==> src/rtl/picosoc_timer.sv <==
// Memory-mapped 32-bit timer for the PicoSoC iomem bus: prescaled up-counter,
// compare match with optional auto-reload, and a level interrupt.
module picosoc_timer #(
  parameter logic [31:0] BASE_ADDR  = 32'h0300_0000,
  parameter int          PRESCALE_W = 16
) (
  input  logic        clk,
  input  logic        reset,
  input  logic        iomem_valid,
  output logic        iomem_ready,
  input  logic [3:0]  iomem_wstrb,
  input  logic [31:0] iomem_addr,
  input  logic [31:0] iomem_wdata,
  output logic [31:0] iomem_rdata,
  output logic        irq_out
);

  localparam logic [2:0] OFF_CTRL     = 3'd0;
  localparam logic [2:0] OFF_PRESCALE = 3'd1;
  localparam logic [2:0] OFF_COUNT    = 3'd2;
  localparam logic [2:0] OFF_COMPARE  = 3'd3;
  localparam logic [2:0] OFF_STATUS   = 3'd4;

  localparam logic [PRESCALE_W-1:0] PRESC_ONE = {{(PRESCALE_W-1){1'b0}}, 1'b1};

  logic                  sel;
  logic [2:0]            off;
  logic                  wr_en;
  logic                  ready_q, ready_d;
  logic                  ack_q, ack_d;
  logic [31:0]           rdata_q, rdata_d;
  logic [31:0]           rd_val;
  logic [2:0]            ctrl_q, ctrl_d;
  logic [PRESCALE_W-1:0] prescale_q, prescale_d;
  logic [PRESCALE_W-1:0] presc_cnt_q, presc_cnt_d;
  logic [31:0]           count_q, count_d;
  logic [31:0]           compare_q, compare_d;
  logic                  match_q, match_d;
  logic                  tick, tick_match;
  logic [31:0]           prescale_ext;
  logic [31:0]           merged;
  logic                  unused_addr_lsbs;

  function automatic logic [31:0] byte_merge(input logic [31:0] old_val,
                                             input logic [31:0] new_val,
                                             input logic [3:0]  strb);
    logic [31:0] res;
    res = old_val;
    for (int i = 0; i < 4; i++) begin
      if (strb[i]) res[8*i +: 8] = new_val[8*i +: 8];
    end
    return res;
  endfunction

  assign unused_addr_lsbs = ^iomem_addr[1:0];

  always_comb begin
    sel   = iomem_valid && (iomem_addr[31:5] == BASE_ADDR[31:5]);
    off   = iomem_addr[4:2];
    wr_en = ready_q && sel && (iomem_wstrb != 4'b0000);
  end

  always_comb begin
    prescale_ext = '0;
    prescale_ext[PRESCALE_W-1:0] = prescale_q;
    case (off)
      OFF_CTRL:     rd_val = {29'b0, ctrl_q};
      OFF_PRESCALE: rd_val = prescale_ext;
      OFF_COUNT:    rd_val = count_q;
      OFF_COMPARE:  rd_val = compare_q;
      OFF_STATUS:   rd_val = {31'b0, match_q};
      default:      rd_val = '0;
    endcase
  end

  // ack_q remembers that the current request was already answered, so a
  // master that keeps valid high never sees a second ready pulse.
  always_comb begin
    ready_d = sel && !ready_q && !ack_q;
    ack_d   = sel && (ready_q || ack_q);
    rdata_d = ready_d ? rd_val : '0;
  end

  always_comb begin
    tick       = ctrl_q[0] && (presc_cnt_q == prescale_q);
    tick_match = tick && (count_q == compare_q);

    ctrl_d      = ctrl_q;
    prescale_d  = prescale_q;
    compare_d   = compare_q;
    count_d     = count_q;
    match_d     = match_q;
    merged      = '0;
    presc_cnt_d = (!ctrl_q[0] || tick) ? '0 : presc_cnt_q + PRESC_ONE;

    if (tick) begin
      count_d = (tick_match && ctrl_q[1]) ? 32'd0 : count_q + 32'd1;
    end

    // A new match wins over a simultaneous write-1-to-clear.
    if (tick_match) begin
      match_d = 1'b1;
    end else if (wr_en && off == OFF_STATUS && iomem_wstrb[0] && iomem_wdata[0]) begin
      match_d = 1'b0;
    end

    if (wr_en) begin
      case (off)
        OFF_CTRL: begin
          merged = byte_merge({29'b0, ctrl_q}, iomem_wdata, iomem_wstrb);
          ctrl_d = merged[2:0];
        end
        OFF_PRESCALE: begin
          merged      = byte_merge(prescale_ext, iomem_wdata, iomem_wstrb);
          prescale_d  = merged[PRESCALE_W-1:0];
          presc_cnt_d = '0;
        end
        OFF_COUNT: begin
          merged  = byte_merge(count_q, iomem_wdata, iomem_wstrb);
          count_d = merged;
        end
        OFF_COMPARE: begin
          merged    = byte_merge(compare_q, iomem_wdata, iomem_wstrb);
          compare_d = merged;
        end
        default: ;
      endcase
    end
  end

  always_ff @(posedge clk) begin
    if (reset) begin
      ready_q     <= 1'b0;
      ack_q       <= 1'b0;
      rdata_q     <= '0;
      ctrl_q      <= '0;
      prescale_q  <= '0;
      presc_cnt_q <= '0;
      count_q     <= '0;
      compare_q   <= '0;
      match_q     <= 1'b0;
    end else begin
      ready_q     <= ready_d;
      ack_q       <= ack_d;
      rdata_q     <= rdata_d;
      ctrl_q      <= ctrl_d;
      prescale_q  <= prescale_d;
      presc_cnt_q <= presc_cnt_d;
      count_q     <= count_d;
      compare_q   <= compare_d;
      match_q     <= match_d;
    end
  end

  assign iomem_ready = ready_q;
  assign iomem_rdata = rdata_q;
  assign irq_out     = match_q && ctrl_q[2];

endmodule
==> config.mk <==
export PLATFORM = sky130hd
export DESIGN_NAME = picosoc_timer
export DESIGN_NICKNAME = d
export VERILOG_FILES = /design/src/rtl/picosoc_timer.sv
export SDC_FILE = /design/constraint.sdc
export NUM_CORES = 1
export LEC_CHECK = 0
export CELL_PAD_IN_SITES_DETAIL_PLACEMENT = 2
export CELL_PAD_IN_SITES_GLOBAL_PLACEMENT = 2
export CORE_MARGIN = 2
export CORE_UTILIZATION = 30
export CTS_CLUSTER_DIAMETER = 60
export DETAILED_ROUTE_END_ITERATION = 12
export DONT_BUFFER_PORTS = 1
export GPL_TIMING_DRIVEN = 1
export PLACE_DENSITY = 0.71
export REMOVE_ABC_BUFFERS = 1
export SLEW_MARGIN = 20
export SYNTH_ARGS = -nofsm -noshare
export SYNTH_HDL_FRONTEND = slang
export SYNTH_SLANG_ARGS = --single-unit
==> constraint.sdc <==
create_clock -name clk -period 2.3 [get_ports clk]
set_input_delay 0.46 -clock clk [delete_from_list [all_inputs] [get_ports clk]]
set_output_delay 0.46 -clock clk [all_outputs]
set_load 0.05 [all_outputs]
==> results.tsv, run 1 <==
metric	value	unit
initial DRC count	485	
Die Ht	159	microns
hpwl dp	21.5	mm
DR vias	7204	
final hold vios	0	
combinational fraction of design power	0.018	
Die Wd	159	microns
final worst slack	-0.0542	ns
kind of critical path	flop to flop	
vias in the first global route	7808	
Area Overhead vs Synth	27.6	%
root buf cell	clkbuf_16	
Final min period	2.35	ns
register area	2700	sq um
power per cell area	572	nW/um^2
Sequential Power Share	0.441	
# DRC	0	
fmax	0.425	GHz
largest net degree at the start of global routing	66	
switching portion of total power	0.228	
dpl ws	-0.114	ns
Buffers on Ports	0	
CP Launch Type	flop	
Main synth FF type	dfxtp_1	
Fin Setup TNS	-0.359	ns
Yosys warning count	0	
failing checks	negative setup slack	
row count	56	
Crit. End Element	flop	
switching power total	1.20	mW
Ant. Diodes	0	
worst min path class	primary input to flop	
CP required	2.66	ns
clock share of power	0.541	
critical path fanouts, max	23	
num ports	105	
Die ar.	25300	sq um
first-pass GRT wire length	46.4	mm
post-synthesis sequential area ratio	0.372	
Core Area	23500	sq um
Final nets	1033	
Avg Inst Size Synth	8.27	sq um
drt pass-1 iters	5	
Total GRT Usage	0.235	
final RePlAce weighted congestion	0.836	
leakage dissipation	3.61	nW
run status	complete, but fails checks	
Clock Tree Buf Depth	2	
number of synthesized register bits	134	
multi-input logic area	4310	sq um
# setup viols final	16	
clock sink count	134	
internal power	4.06	mW
FILL cells	2631	
Num CTS Buffers	17	
CTS tree	built	
# hold bufs at CTS	0	
max-cap violations	0	
Worst VDD drop	0.319	mV
Post-synth EDFFs	0	
Total Wirelength	30.3	mm
period utilization	1.02	
clk slew on worst S/H paths	0.07	ns
Via density	5.58	
initial antenna violation count	0	
total global routing overflow	0	
Slew Viols, Final	0	
CP arrival	2.72	ns
WL per Instance	23.5	microns
clk_skew	0.0154	ns
Mapped Cells	872	
Worst-Margin Slew	0.515	ns
Post-Synthesis Cell Area	7210	sq um
ys async rst share	0	
max_slew headroom	0.656	
Synth cell types	68	
share of cells above drive strength 1	0.245	
Initial Utilization	0.306	
worst-skew pair later-pin latency	0.43	ns
Pwr Total	5.26	mW
H-tree depth	4	
post-route ant nets	0	
unrepaired setup endpoints after global routing	true	
synth_stat cells (all sizes together), types with 2 or more instances:
library cell    n  area (sq um)
a211oi          3          22.5
a21oi          64           350
a221oi          3          26.3
a22oi          34           255
a2bb2oi         2          17.5
a31oi           5          31.3
and2            8          50.1
and3            7          43.8
and4            8          71.3
buf            29           166
clkbuf         35           131
dfxtp         134          2680
ha              2          25.0
inv            18          67.6
mux2           13           146
mux2i          21           210
mux4            2          45.0
nand2         102           388
nand2b          6          37.5
nand3          32           170
nand3b          3          22.5
nand4          21           138
nor2           92           358
nor2b           5          31.3
nor3           15          80.1
nor4           33           272
nor4b           3          32.5
o2111ai         4          35.0
o211ai         13           108
o21a            5          37.5
o21ai          35           175
o2bb2a          2          20.0
o31a            9          78.8
o31ai           5          37.5
o32ai           4          35.0
or2             2          12.5
or3             3          18.8
or4            14           109
xnor2           6          52.6
xor2           59           517
layout by cell type (no fill, tap or decap), types with 17 or more instances in the layout:
cell type	netlist	final
dfxtp_1	134	128
buf_4	1	119
nand2_1	100	99
nor2_1	89	89
xor2_1	59	56
a21oi_1	56	55
a22oi_1	34	32
o21ai_0	30	30
nand3_1	30	29
mux2i_1	21	21
nor4_1	24	21
nand4_1	20	20
inv_1	18	18
clkbuf_16	0	17
registers in the layout, indices dropped and copies added (netlist names), 3 cells and up:
signal	cells
compare_q	32
count_q	32
iomem_rdata	32
presc_cnt_q	16
prescale_q	16
ctrl_q	3
per-stage QoR:
stage | area, sq um | instances | hold WS (ns) | utilization
floorplan | 6910 | 808 | 0.399 | -
global placement | 8390 | 1257 | 0.405 | 0.357
detailed placement | 8390 | 1257 | 0.422 | 0.357
CTS | 9000 | 1288 | 0.0781 | 0.382
global route | 9200 | 1290 | 0.0859 | 0.391
finish | 9200 | 1290 | 0.0956 | 0.391
metal layers:
layer  vias up  wire, microns  global-route usage
met5         -              0                   0
met4         0            503              0.0719
met3        36           1500              0.0440
met2       200          15200               0.406
met1      3661          13000               0.296
li1       3307              -                   -
power by group through the flow:
| stage | Combinational (mW) | Clock (mW) | Sequential, mW |
|---|---|---|---|
| CTS | 0.0917 | 2.89 | 2.32 |
| global placement | 0.0873 | 0 | 2.37 |
| floorplan | 0.0552 | 0 | 2.37 |
| global route | 0.102 | 3.00 | 2.32 |
| detailed placement | 0.0901 | 0 | 2.37 |
| finish | 0.0955 | 2.85 | 2.32 |
critical path: stages (launching register included):
cell	delay, ns
dfxtp_2	0.33
xor2_1	0.17
nor4_2	0.44
nand4_1	0.17
buf_6	0.17
buf_12	0.15
or4_4	0.54
a21oi_2	0.15
a2bb2oi_1	0.14
timing repair:
item / in CTS / in global routing
setup endpoints to repair: 23 / 30
buffers inserted: 0 / 2
pin swaps: 5 / 17
resized for setup: 7 / 44
cloned: 1 / 0
kinds of logic (layout without fill, tap and decap cells):
logic type      after synthesis  count (layout)  synth area share
compound gates              196             196             0.180
xor+xnor                     65              65            0.0790
fa+ha+maj                     2               2           0.00347
buf+inv                      82             181            0.0507
flops                       134             134             0.372
mux                          36              36            0.0557
simple gates                357             357             0.259
area by class of cell:
class	count	share of cell area
Clock buffer	19	0.0471
Clock inverter	11	0.0163
Inverter	18	0.00735
Multi-Input combinational cell	656	0.469
Sequential cell	134	0.293
Tap cell	319	0.0434
Timing Repair Buffer	133	0.124
path summary, 6_finish.rpt:
path,depth (start not counted),from,to,slack [ns]
min,1,reset,compare_q[23]$_SDFFE_PP0P_,0.1
max,8,prescale_q[14]$_SDFFE_PP0P_,count_q[15]$_SDFFE_PP0P_,-0.05
min reg2reg,1,ack_q$_SDFF_PP0_,iomem_ready$_SDFF_PP0_,0.43
max reg2reg,8,prescale_q[14]$_SDFFE_PP0P_,count_q[15]$_SDFFE_PP0P_,-0.05
Power figures use the tool's default switching activity.
==> inputs of run 2 (changes only) <==
Settings changed: PLACE_DENSITY 0.71 to 0.75.
==> results.tsv, run 2 (same netlist as run 1, synthesis figures left out) <==
metric	value	unit
# DRC	0	
Ant. Diodes	0	
Largest stage delay, worst path	0.34	ns
share of cells above drive strength 1	0.274	
H-tree depth	4	
drt pass-1 iters	5	
FILL cells	2581	
multi-input logic area	4460	sq um
Die Wd	159	microns
Worst-Margin Slew	0.691	ns
Initial Utilization	0.306	
clock sink count	134	
commonest cells after routing, fill and taps aside	127 x dfxtp_1, 126 x buf_4, 99 x nand2_1	
CP most frequent cell	buf_4	
final RePlAce weighted congestion	0.846	
# setup viols final	26	
max-cap violations	0	
CP arrival	2.77	ns
Final min period	2.48	ns
register area	2690	sq um
Crit path max-delay family	compound AO/OA/AOI/OAI gates	
CTS tree	built	
largest net degree at the start of global routing	66	
worst-skew pair later-pin latency	0.44	ns
Total Wirelength	35.3	mm
Buf/Inv on CP	4	
first-pass GRT wire length	47.6	mm
leakage dissipation	3.73	nW
Total GRT Usage	0.242	
CP required	2.59	ns
WL per Instance	27.1	microns
Die ar.	25300	sq um
Clock Tree Buf Depth	2	
critical path fanouts, max	6	
Hold WS	0.0815	ns
kind of critical path	flop to flop	
commonest non-fill, non-tap cell in the layout	dfxtp_1	
post-route ant nets	0	
root buf cell	clkbuf_16	
Slew Viols, Final	0	
row count	56	
Area Overhead vs Synth	32.5	%
CP Launch Type	flop	
worst min path class	primary input to flop	
Worst VDD drop	0.327	mV
Via density	5.98	
hpwl dp	21.4	mm
final hold vios	0	
Buffers on Ports	0	
initial antenna violation count	0	
Final nets	1043	
final worst slack	-0.180	ns
clk_skew	0.0107	ns
initial DRC count	642	
period utilization	1.08	
total global routing overflow	0	
unrepaired setup endpoints after global routing	true	
Core Area	23500	sq um
Num CTS Buffers	17	
CP max-delay cell	dfxtp_2	
Pwr Total	5.57	mW
run status	complete, but fails checks	
# hold bufs at CTS	0	
DR vias	7781	
Die Ht	159	microns
fmax	0.403	GHz
vias in the first global route	7959	
clk slew on worst S/H paths	0.07	ns
power per cell area	583	nW/um^2
Crit. End Element	flop	
failing checks	negative setup slack	
crit-path cells	xor2_2 -> nor4_2 -> nand4_1 -> buf_4 -> buf_6 -> buf_12 -> buf_4 -> o31a_1 -> o211ai_1 -> a21oi_1	
num ports	105	
max_slew headroom	0.538	
==> run 2: changes by cell type in the layout (fill, tap and decap cells not counted), moves of 3 or more <==
cell / delta
buf_4: +7
nor4_1: -7
clkbuf_8: +5
nor4_4: +5
and4_1: +3
and4_4: -3
==> run 2: worst paths after layout <==
kind / end / slack, ns / start / cells after the start
max: count_q[7]$_SDFFE_PP0P_ / -0.18 / prescale_q[3]$_SDFFE_PP0P_ / 10
min reg2reg: iomem_ready$_SDFF_PP0_ / 0.42 / ack_q$_SDFF_PP0_ / 1
min: compare_q[22]$_SDFFE_PP0P_ / 0.08 / reset / 1
max reg2reg: count_q[7]$_SDFFE_PP0P_ / -0.18 / prescale_q[3]$_SDFFE_PP0P_ / 10
==> run 2: worst reg2reg max path, delay by kind of cell, from the launching register on <==
| kind | cells | cell delay [ns] |
|---|---|---|
| AOI/OAI and AO/OA | 3 | 0.71 |
| buffers and inverters | 4 | 0.63 |
| and+or+nand+nor | 2 | 0.47 |
| DFF | 1 | 0.34 |
| xor gates and xnor gates | 1 | 0.19 |
==> run 2: area by class of cell <==
| class | instances | area share |
|---|---|---|
| Timing Repair Buffer | 143 | 0.133 |
| Tap cell | 319 | 0.0418 |
| Inverter | 18 | 0.00707 |
| Clock buffer | 22 | 0.0517 |
| Sequential cell | 134 | 0.282 |
| Clock inverter | 10 | 0.0173 |
| Multi-Input combinational cell | 656 | 0.467 |
==> run 2: what timing repair did <==
item                       4_1_cts  5_1_grt
gates resized for setup         14       51
cloned                           1        1
pin swaps                        7       28
setup buffers                    1        2
setup endpoints to repair       29       32
==> run 2: per-layer routing <==
layer  part of all wire  global-route usage  routed length [microns]  vias up
met2               0.49               0.416                    17200      377
met4              0.050              0.0979                     1760        0
met3              0.062              0.0393                     2190      128
met5                  0                   0                        0        -
li1                   -                   -                        -     3347
met1               0.40               0.302                    14200     3929
==> run 2: power breakdown <==
group / switching (mW) / internal [mW]
registers: 0.000000000197 / 2.32
logic: 0.0628 / 0.0409
clock network: 1.18 / 1.97
==> run 2: through the flow <==
step / instances / area (sq um) / worst slack [ns] / utilization / setup TNS (ns)
6_report: 1302 / 9560 / -0.180 / 0.406 / -1.47
5_1_grt: 1302 / 9560 / -0.295 / 0.406 / -3.74
4_1_cts: 1299 / 9240 / -0.0414 / 0.393 / -0.195
3_5_place_dp: 1265 / 8490 / -0.199 / 0.361 / -6.53
3_3_place_gp: 1265 / 8490 / -0.105 / 0.361 / -2.64
2_1_floorplan: 808 / 6910 / -1.01 / - / -35.39
==> inputs of run 3 (changes only) <==
Settings changed: ABC_CLOCK_PERIOD_IN_PS from default to 2300, REMOVE_ABC_BUFFERS 1 to default.
==> results.tsv, run 3 (same netlist as run 1, synthesis figures left out) <==
metric	value	unit
CP max-delay cell	or4_4	
Buffers on Ports	0	
CP Launch Type	flop	
commonest cells after routing, fill and taps aside	129 x dfxtp_1, 123 x buf_4, 100 x nand2_1	
power per cell area	565	nW/um^2
clock share of power	0.544	
final hold vios	0	
vias in the first global route	8189	
kind of critical path	flop to flop	
clk slew on worst S/H paths	0.06	ns
share of cells above drive strength 1	0.258	
Min-Delay Startpoint	reset	
clk_skew	0.00990	ns
Ant. Diodes	0	
Final nets	1042	
initial antenna violation count	0	
Worst VDD drop	0.425	mV
Core Area	23500	sq um
Placement Cell Area	8530	sq um
num ports	105	
unrepaired setup endpoints after global routing	true	
FF-to-FF setup slack	-0.17	ns
FILL cells	2597	
Crit. End Element	flop	
DR vias	7549	
Pwr Total	5.31	mW
root buf cell	clkbuf_16	
clock sink count	134	
CP arrival	2.79	ns
H-tree depth	4	
final worst slack	-0.167	ns
Num CTS Buffers	17	
Critical Path Start	compare_q[19]$_SDFFE_PP0P_	
leakage dissipation	3.69	nW
WL per Instance	25.7	microns
Sequential Power Share	0.437	
row count	56	
post-route ant nets	0	
Slew Viols, Final	0	
total global routing overflow	0	
first-pass GRT wire length	49.4	mm
initial DRC count	548	
internal power	4.03	mW
commonest non-fill, non-tap cell in the layout	dfxtp_1	
Initial Utilization	0.306	
# hold bufs at CTS	0	
switching portion of total power	0.240	
register area	2690	sq um
Die Wd	159	microns
worst-skew pair later-pin latency	0.44	ns
critical path fanouts, max	8	
crit-path cells	xor2_1 -> nor4_1 -> buf_4 -> nand4_1 -> or4_4 -> buf_12 -> nand3_1 -> o2bb2a_1	
worst r2r src	compare_q[19]$_SDFFE_PP0P_	
switching power total	1.27	mW
Area Overhead vs Synth	30.3	%
Final min period	2.47	ns
drt pass-1 iters	5	
Clock Tree Buf Depth	2	
Total Wirelength	33.4	mm
Total GRT Usage	0.252	
Via density	5.80	
# DRC	0	
fmax	0.405	GHz
Mapped Nets	945	
Die Ht	159	microns
CP required	2.62	ns
failing checks	negative setup slack	
CTS tree	built	
Worst-Margin Slew	0.525	ns
multi-input logic area	4350	sq um
run status	complete, but fails checks	
# setup viols final	25	
Largest stage delay, worst path	0.65	ns
hpwl dp	22.0	mm
final RePlAce weighted congestion	0.846	
combinational fraction of design power	0.019	
largest net degree at the start of global routing	66	
worst min path class	primary input to flop	
max_slew headroom	0.649	
period utilization	1.07	
max-cap violations	0	
design area	9390	sq um
Die ar.	25300	sq um
-- run 3: metrics by stage --
| stage | TNS [ns] | hold slack [ns] | util | setup WS [ns] | cells |
|---|---|---|---|---|---|
| after floorplan | 0 | 0.399 | - | 0.123 | 872 |
| after global placement | -0.480 | 0.403 | 0.362 | -0.0478 | 1265 |
| after detailed placement | -3.61 | 0.415 | 0.362 | -0.127 | 1265 |
| after CTS | -0.0153 | 0.0863 | 0.391 | -0.0153 | 1301 |
| after global routing | -2.70 | 0.0869 | 0.399 | -0.240 | 1301 |
| final | -0.797 | 0.104 | 0.399 | -0.167 | 1301 |
-- run 3: final timing paths --
kind	endpoint	cells past startpoint
worst max register to register	count_q[17]$_SDFFE_PP0P_	8
worst min register to register	iomem_ready$_SDFF_PP0_	1
worst max-delay path	count_q[17]$_SDFFE_PP0P_	8
worst min-delay path	compare_q[30]$_SDFFE_PP0P_	1
-- run 3: layer usage --
metal | GRT usage | wire length, microns | part of all wire
met4 | 0.0996 | 1090 | 0.033
met2 | 0.434 | 16700 | 0.50
met5 | 0 | 0 | 0
met1 | 0.304 | 13600 | 0.41
met3 | 0.0570 | 2050 | 0.061
-- run 3: layout make-up --
| class | instances | area share |
|---|---|---|
| Inverter | 18 | 0.00719 |
| Timing Repair Buffer | 142 | 0.137 |
| Tap cell | 319 | 0.0425 |
| Clock inverter | 12 | 0.0148 |
| Multi-Input combinational cell | 656 | 0.464 |
| Clock buffer | 20 | 0.0486 |
| Sequential cell | 134 | 0.286 |
-- run 3: timing repair --
item | in CTS | in global routing
pin swaps | 8 | 9
setup buffers | 3 | 0
gates resized for setup | 15 | 33
gates cloned | 1 | 0
setup endpoints to repair | 30 | 30
-- run 3: power groups by stage --
stage | logic, mW | clock network [mW] | registers (mW)
detailed placement | 0.0931 | 0 | 2.37
floorplan | 0.0915 | 0 | 2.37
global route | 0.106 | 3.01 | 2.32
global placement | 0.0897 | 0 | 2.37
finish | 0.0997 | 2.89 | 2.32
CTS | 0.0943 | 2.91 | 2.32
-- run 3: critical path: cells and delay by family (launching register included) --
kind	cells	cell delay, ns
AO/OA/AOI/OAI	1	0.23
XOR/XNOR	1	0.21
AND/OR/NAND/NOR	4	1.24
buffers and inverters	2	0.36
flip-flops	1	0.32
